## src/rtl/radix_digit_serializer.sv

```systemverilog
// radix_digit_serializer
//   Converts one byte into its radix-R digit string (R = 2..15) and streams
//   the digits out most-significant first. One division per clock through a
//   combinational array divider; remainders are pushed onto a small stack and
//   popped in reverse order, which yields the MSD-first ordering.
//
// Ports
//   clk_i          rising-edge clock
//   rst_ni         asynchronous active-low reset
//   in_valid_i     byte_i / radix_i valid
//   in_ready_o     block can accept a new conversion (IDLE)
//   byte_i         value to convert
//   radix_i        conversion radix; values below 2 are rejected
//   digit_valid_o  digit_o holds a valid digit (EMIT)
//   digit_ready_i  downstream accepts the current digit
//   digit_o        digit value, 0..radix-1
//   digit_last_o   marks the least significant (final) digit
//   err_o          one-cycle pulse after an illegal radix is rejected
//   busy_o         conversion in progress (CALC or EMIT)

// div_8bit
//   Combinational restoring array divider: 8-bit dividend, 5-bit divisor.
//   A zero divisor returns an all-ones quotient; the serializer never
//   drives zero.
module div_8bit (
  input  logic [7:0] dividend_i,
  input  logic [4:0] divisor_i,
  output logic [7:0] quotient_o,
  output logic [4:0] remainder_o
);
  logic [8:0] part;

  always_comb begin
    part       = '0;
    quotient_o = '0;
    for (int i = 7; i >= 0; i--) begin
      // Partial remainder is always below the divisor (< 32), so the shift
      // never loses a significant bit.
      part = {part[7:0], dividend_i[i]};
      if (part >= {4'b0000, divisor_i}) begin
        part          = part - {4'b0000, divisor_i};
        quotient_o[i] = 1'b1;
      end
    end
    remainder_o = part[4:0];
  end
endmodule

module radix_digit_serializer #(
  parameter int MAX_DIGITS = 8
) (
  input  logic       clk_i,
  input  logic       rst_ni,
  input  logic       in_valid_i,
  output logic       in_ready_o,
  input  logic [7:0] byte_i,
  input  logic [3:0] radix_i,
  output logic       digit_valid_o,
  input  logic       digit_ready_i,
  output logic [3:0] digit_o,
  output logic       digit_last_o,
  output logic       err_o,
  output logic       busy_o
);
  localparam int CW = $clog2(MAX_DIGITS + 1);
  localparam int IW = $clog2(MAX_DIGITS);

  typedef enum logic [1:0] {
    S_IDLE = 2'd0,
    S_CALC = 2'd1,
    S_EMIT = 2'd2
  } state_t;

  state_t          state_q, state_d;
  logic [7:0]      work_q, work_d;
  logic [3:0]      rad_q, rad_d;
  logic [CW-1:0]   cnt_q, cnt_d;
  logic [3:0]      stack_q [MAX_DIGITS];
  logic [3:0]      stack_d [MAX_DIGITS];
  logic            err_q, err_d;

  logic [7:0]      quo;
  logic [4:0]      rem;
  logic [CW-1:0]   cnt_m1;
  logic [IW-1:0]   calc_idx;
  logic [IW-1:0]   emit_idx;
  logic            unused_rem_msb;

  div_8bit u_div (
    .dividend_i  (work_q),
    .divisor_i   ({1'b0, rad_q}),
    .quotient_o  (quo),
    .remainder_o (rem)
  );

  // With radix <= 15 the remainder fits in four bits; the top bit is dead.
  assign unused_rem_msb = rem[4];

  assign cnt_m1   = cnt_q - CW'(1);
  assign calc_idx = cnt_q[IW-1:0];
  assign emit_idx = cnt_m1[IW-1:0];

  always_comb begin
    state_d = state_q;
    work_d  = work_q;
    rad_d   = rad_q;
    cnt_d   = cnt_q;
    stack_d = stack_q;
    err_d   = 1'b0;

    case (state_q)
      S_IDLE: begin
        if (in_valid_i) begin
          if (radix_i < 4'd2) begin
            err_d = 1'b1;
          end else begin
            work_d  = byte_i;
            rad_d   = radix_i;
            cnt_d   = '0;
            state_d = S_CALC;
          end
        end
      end

      S_CALC: begin
        stack_d[calc_idx] = rem[3:0];
        cnt_d             = cnt_q + CW'(1);
        work_d            = quo;
        // The depth check can only fire if the quotient is already zero for
        // any legal radix; it keeps the stack index in range regardless.
        if ((quo == 8'd0) || (cnt_q == CW'(MAX_DIGITS - 1))) begin
          state_d = S_EMIT;
        end
      end

      S_EMIT: begin
        if (digit_ready_i) begin
          cnt_d = cnt_m1;
          if (cnt_q == CW'(1)) begin
            state_d = S_IDLE;
          end
        end
      end

      default: state_d = S_IDLE;
    endcase
  end

  always_ff @(posedge clk_i or negedge rst_ni) begin
    if (!rst_ni) begin
      state_q <= S_IDLE;
      work_q  <= '0;
      rad_q   <= '0;
      cnt_q   <= '0;
      err_q   <= 1'b0;
      for (int i = 0; i < MAX_DIGITS; i++) begin
        stack_q[i] <= '0;
      end
    end else begin
      state_q <= state_d;
      work_q  <= work_d;
      rad_q   <= rad_d;
      cnt_q   <= cnt_d;
      err_q   <= err_d;
      for (int i = 0; i < MAX_DIGITS; i++) begin
        stack_q[i] <= stack_d[i];
      end
    end
  end

  // All outputs decode registered state only; digit_ready_i never reaches
  // digit_valid_o combinationally.
  assign in_ready_o    = (state_q == S_IDLE);
  assign busy_o        = (state_q != S_IDLE);
  assign digit_valid_o = (state_q == S_EMIT);
  assign digit_o       = (state_q == S_EMIT) ? stack_q[emit_idx] : 4'd0;
  assign digit_last_o  = (state_q == S_EMIT) && (cnt_q == CW'(1));
  assign err_o         = err_q;
endmodule

```

## config.mk

```make
export PLATFORM = sky130hd
export DESIGN_NAME = radix_digit_serializer
export DESIGN_NICKNAME = d
export VERILOG_FILES = /design/src/rtl/radix_digit_serializer.sv
export SDC_FILE = /design/constraint.sdc
export NUM_CORES = 1
export LEC_CHECK = 0
export BUFFER_PORTS_ARGS = -buffer_cell sky130_fd_sc_hd__buf_2
export CORE_UTILIZATION = 45
export DETAILED_ROUTE_END_ITERATION = 16
export PLACE_DENSITY_LB_ADDON = 0.08
export SKIP_LAST_GASP = 1
export SYNTH_ARGS = -nofsm -noshare
export SYNTH_HDL_FRONTEND = slang
export SYNTH_SLANG_ARGS = --single-unit
```

## constraint.sdc

```tcl
create_clock -name clk_i -period 14.25 [get_ports clk_i]
set_input_delay 1.425 -clock clk_i [delete_from_list [all_inputs] [get_ports clk_i]]
set_output_delay 1.425 -clock clk_i [all_outputs]
set_load 0.05 [all_outputs]
```

==> impl_metrics.csv <==
group,metric,value,unit
sta,finalWorstSetupSlack,0.816,ns
global_route,grt_pass1_wl,22500,um
worst_setup_path,cp_slowest_cell,"dfrtp_1",
route,wl_per_cell,17.3,um
worst_setup_path,critPathKind,"flop to flop",
worst_setup_path,cp_num_buf_inv,2,
status,run_status,"finished clean",
synth,syn_nets,674,
flow_run,max_cap_viol_count,0,
worst_setup_path,cp.arrival,13.60,ns
finish,area_growth,10.7,%
placed_design,preCtsSetupSlack,-0.118,ns
synth,netlist_area,5190,um^2
sta,fmax,74.4,MHz
synth,synth_seq_cells,51,
synth,avgSynthCellArea,8.44,um^2
sta,maxSlewHeadroom,0.286,
route,drt_iter0_markers,251,
clocking,path_clk_slew,0.07,ns
clocking,postCtsHoldBufs,0,
sta,whs,0.489,ns
floorplanning,core,11000,um^2
route,finalWirelength,13600,um
worst_setup_path,timing.critical_path.fanout_max,11,
worst_setup_path,crit_path_end_kind,"flop",
synth,synth_area_leaders,"dfrtp_1, ha_1, a21oi_1, o21ai_0, nand2_1",
clocking,cts.sinks,51,
floorplanning,die_h,109,um
placed_design,place_hpwl,10600,um
sta,finalSetupViolations,0,
clocking,cts_tree,"built",
route,vias_per_cell,6.00,
floorplanning,std_cell_rows,38,
worst_setup_path,cp_data_required_time,14.42,ns
global_route,grt_max_degree,52,
synth,yosysWarningCount,0,
synth,ys.flop_type,"dfrtp_1",
global_route,grt_usage,0.238,
finish,insertedDiodeCount,0,
worst_hold_path,hold_path_startpoint,"work_q[0]",
sta,worstMarginPinSlew,1.07,ns
sta,hold_viol,0,
synth,yosysUniqueCellTypes,80,
floorplanning,io_pins,25,
finish,instances_no_fill,784,
worst_setup_path,r2r_start,"rad_q[2]",
worst_setup_path,startpoint,"rad_q[2]",
synth,synth_edf_count,0,
worst_setup_path,crit_family,"compound AO/OA/AOI/OAI gates",
clocking,worstSkewPairLatency,0.29,ns
sta,period_share,0.943,
worst_hold_path,holdCritPathClass,"flop to flop",
route,first_pass_iters,5,
synth,yosysTopAreaCellShare,0.246,
global_route,antenna_found_initial,0,
clocking,cts_buffer_depth,2,
floorplanning,dieArea,12000,um^2
route,vias,4704,
synth,synthArstFlopShare,1.00,
synth,synth_top_area_cell,"dfrtp_1",
synth,seq_area_frac_synth,0.246,
placed_design,portBuffers,24,
sta,clock_skew,0.00468,ns
clocking,htreeDepth,2,
synth,syn_inst,615,
sta,final-max-slew-violation-count,0,
finish,drive_gt1_frac,0.157,
floorplanning,die_w,109,um
route,drc,0,
placed_design,dp_cells,774,
route,detail-route-antenna-nets,0,
worst_setup_path,start_kind,"flop",
clocking,cts_root_buf,"clkbuf_16",
finish,fin_nets,702,
worst_setup_path,max_stage_delay,0.51,ns
global_route,grt_pass1_vias,4540,
sta,period_needed,13.43,ns
global_route,gr-total-overflow,0,
placed_design,gp_congestion,0.933,
floorplanning,start_util,0.471,
clocking,cts_buffers,5,
kinds of logic (layout without fill, tap and decap cells):
group,count (synthesis),in the layout,synth area share
mux,33,33,0.0906
simple gates,213,213,0.209
buf+inv,49,78,0.0374
compound gates,205,205,0.268
flops,51,51,0.246
fa+ha+maj,43,43,0.114
xor+xnor,21,21,0.0354
worst paths after layout:
kind	to	cells past startpoint	slack, ns
min in group asynchronous	rad_q[2]	2	1.24
min	work_q[0]	2	0.49
min reg2reg	work_q[0]	2	0.49
max reg2reg	state_q[1]	58	0.82
max	state_q[1]	58	0.82
max in group asynchronous	work_q[0]	2	12.57
timing repair:
| action | CTS | global route |
|---|---|---|
| gates resized for setup | 2 | 16 |
| pin swaps | 0 | 3 |
| buffers inserted | 0 | 2 |
| hold endpoints to repair | 0 | 0 |
| setup endpoints to repair | 21 | 35 |
Yosys cell counts (all sizes together), types with 7 or more instances:
cell    number
inv         32
nand3       15
xor2         8
buf          9
a21oi       50
a21o        14
xnor2       13
clkbuf       8
dfrtp       51
nand2b       9
and3        10
nor2b       23
nor2        51
ha          36
fa           7
o31ai        7
nand2       57
mux2i       15
mux2        10
a211oi       9
mux4         8
nor3        16
o21ai       61
state kept, by name (all words and copies together), names as in the netlist:
name,cells
rad_q,4
work_q,8
state_q,2
err_o,1
cnt_q,4
stack_q,32
worst min-delay path: cells and delay by family (launching register included):
kind / cells / cell delay (ns)
DFF: 1 / 0.34
AOI/OAI and AO/OA: 1 / 0.07
and+or+nand+nor: 1 / 0.05
metal layers:
layer | GRT usage | part of all wire | up-vias
li1 | - | - | 2346
met1 | 0.357 | 0.51 | 2253
met2 | 0.368 | 0.44 | 93
met3 | 0.0279 | 0.040 | 12
met4 | 0.0438 | 0.011 | 0
met5 | 0 | 0 | -
layout by cell type, fill, tap and decap left out, types with 13 or more instances in the layout:
cell type,Yosys,routed
ha_1,36,36
nand2_1,57,56
buf_2,5,24
a21oi_1,49,45
nand3_1,15,15
inv_1,32,32
o21ai_0,49,46
nor2_1,49,47
a21o_1,14,14
nor2b_1,23,23
nor3_1,13,13
xnor2_1,13,13
dfrtp_1,51,51
buf_4,1,14
stage by stage:
| step | cell area, um^2 | utilization | setup TNS [ns] |
|---|---|---|---|
| finish | 5750 | 0.521 | 0 |
| global route | 5750 | 0.521 | -0.0159 |
| CTS | 5670 | 0.514 | 0 |
| detailed placement | 5500 | 0.499 | -1.68 |
| global placement | 5500 | 0.499 | 0 |
| floorplan | 5190 | - | 0 |
layout make-up:
cell class | count | area [um^2]
well taps | 140 | 175
inverters | 32 | 120
clock buffers | 7 | 153
fillers | 1051 | 5280
clock inverters | 1 | 7.51
multi-input cells | 515 | 3790
flip-flops and latches | 51 | 1280
repair buffers | 38 | 225
Power is left out: the tool's default activity adds up to more than one toggle a clock period on the data nets, which glitch-free logic cannot reach.
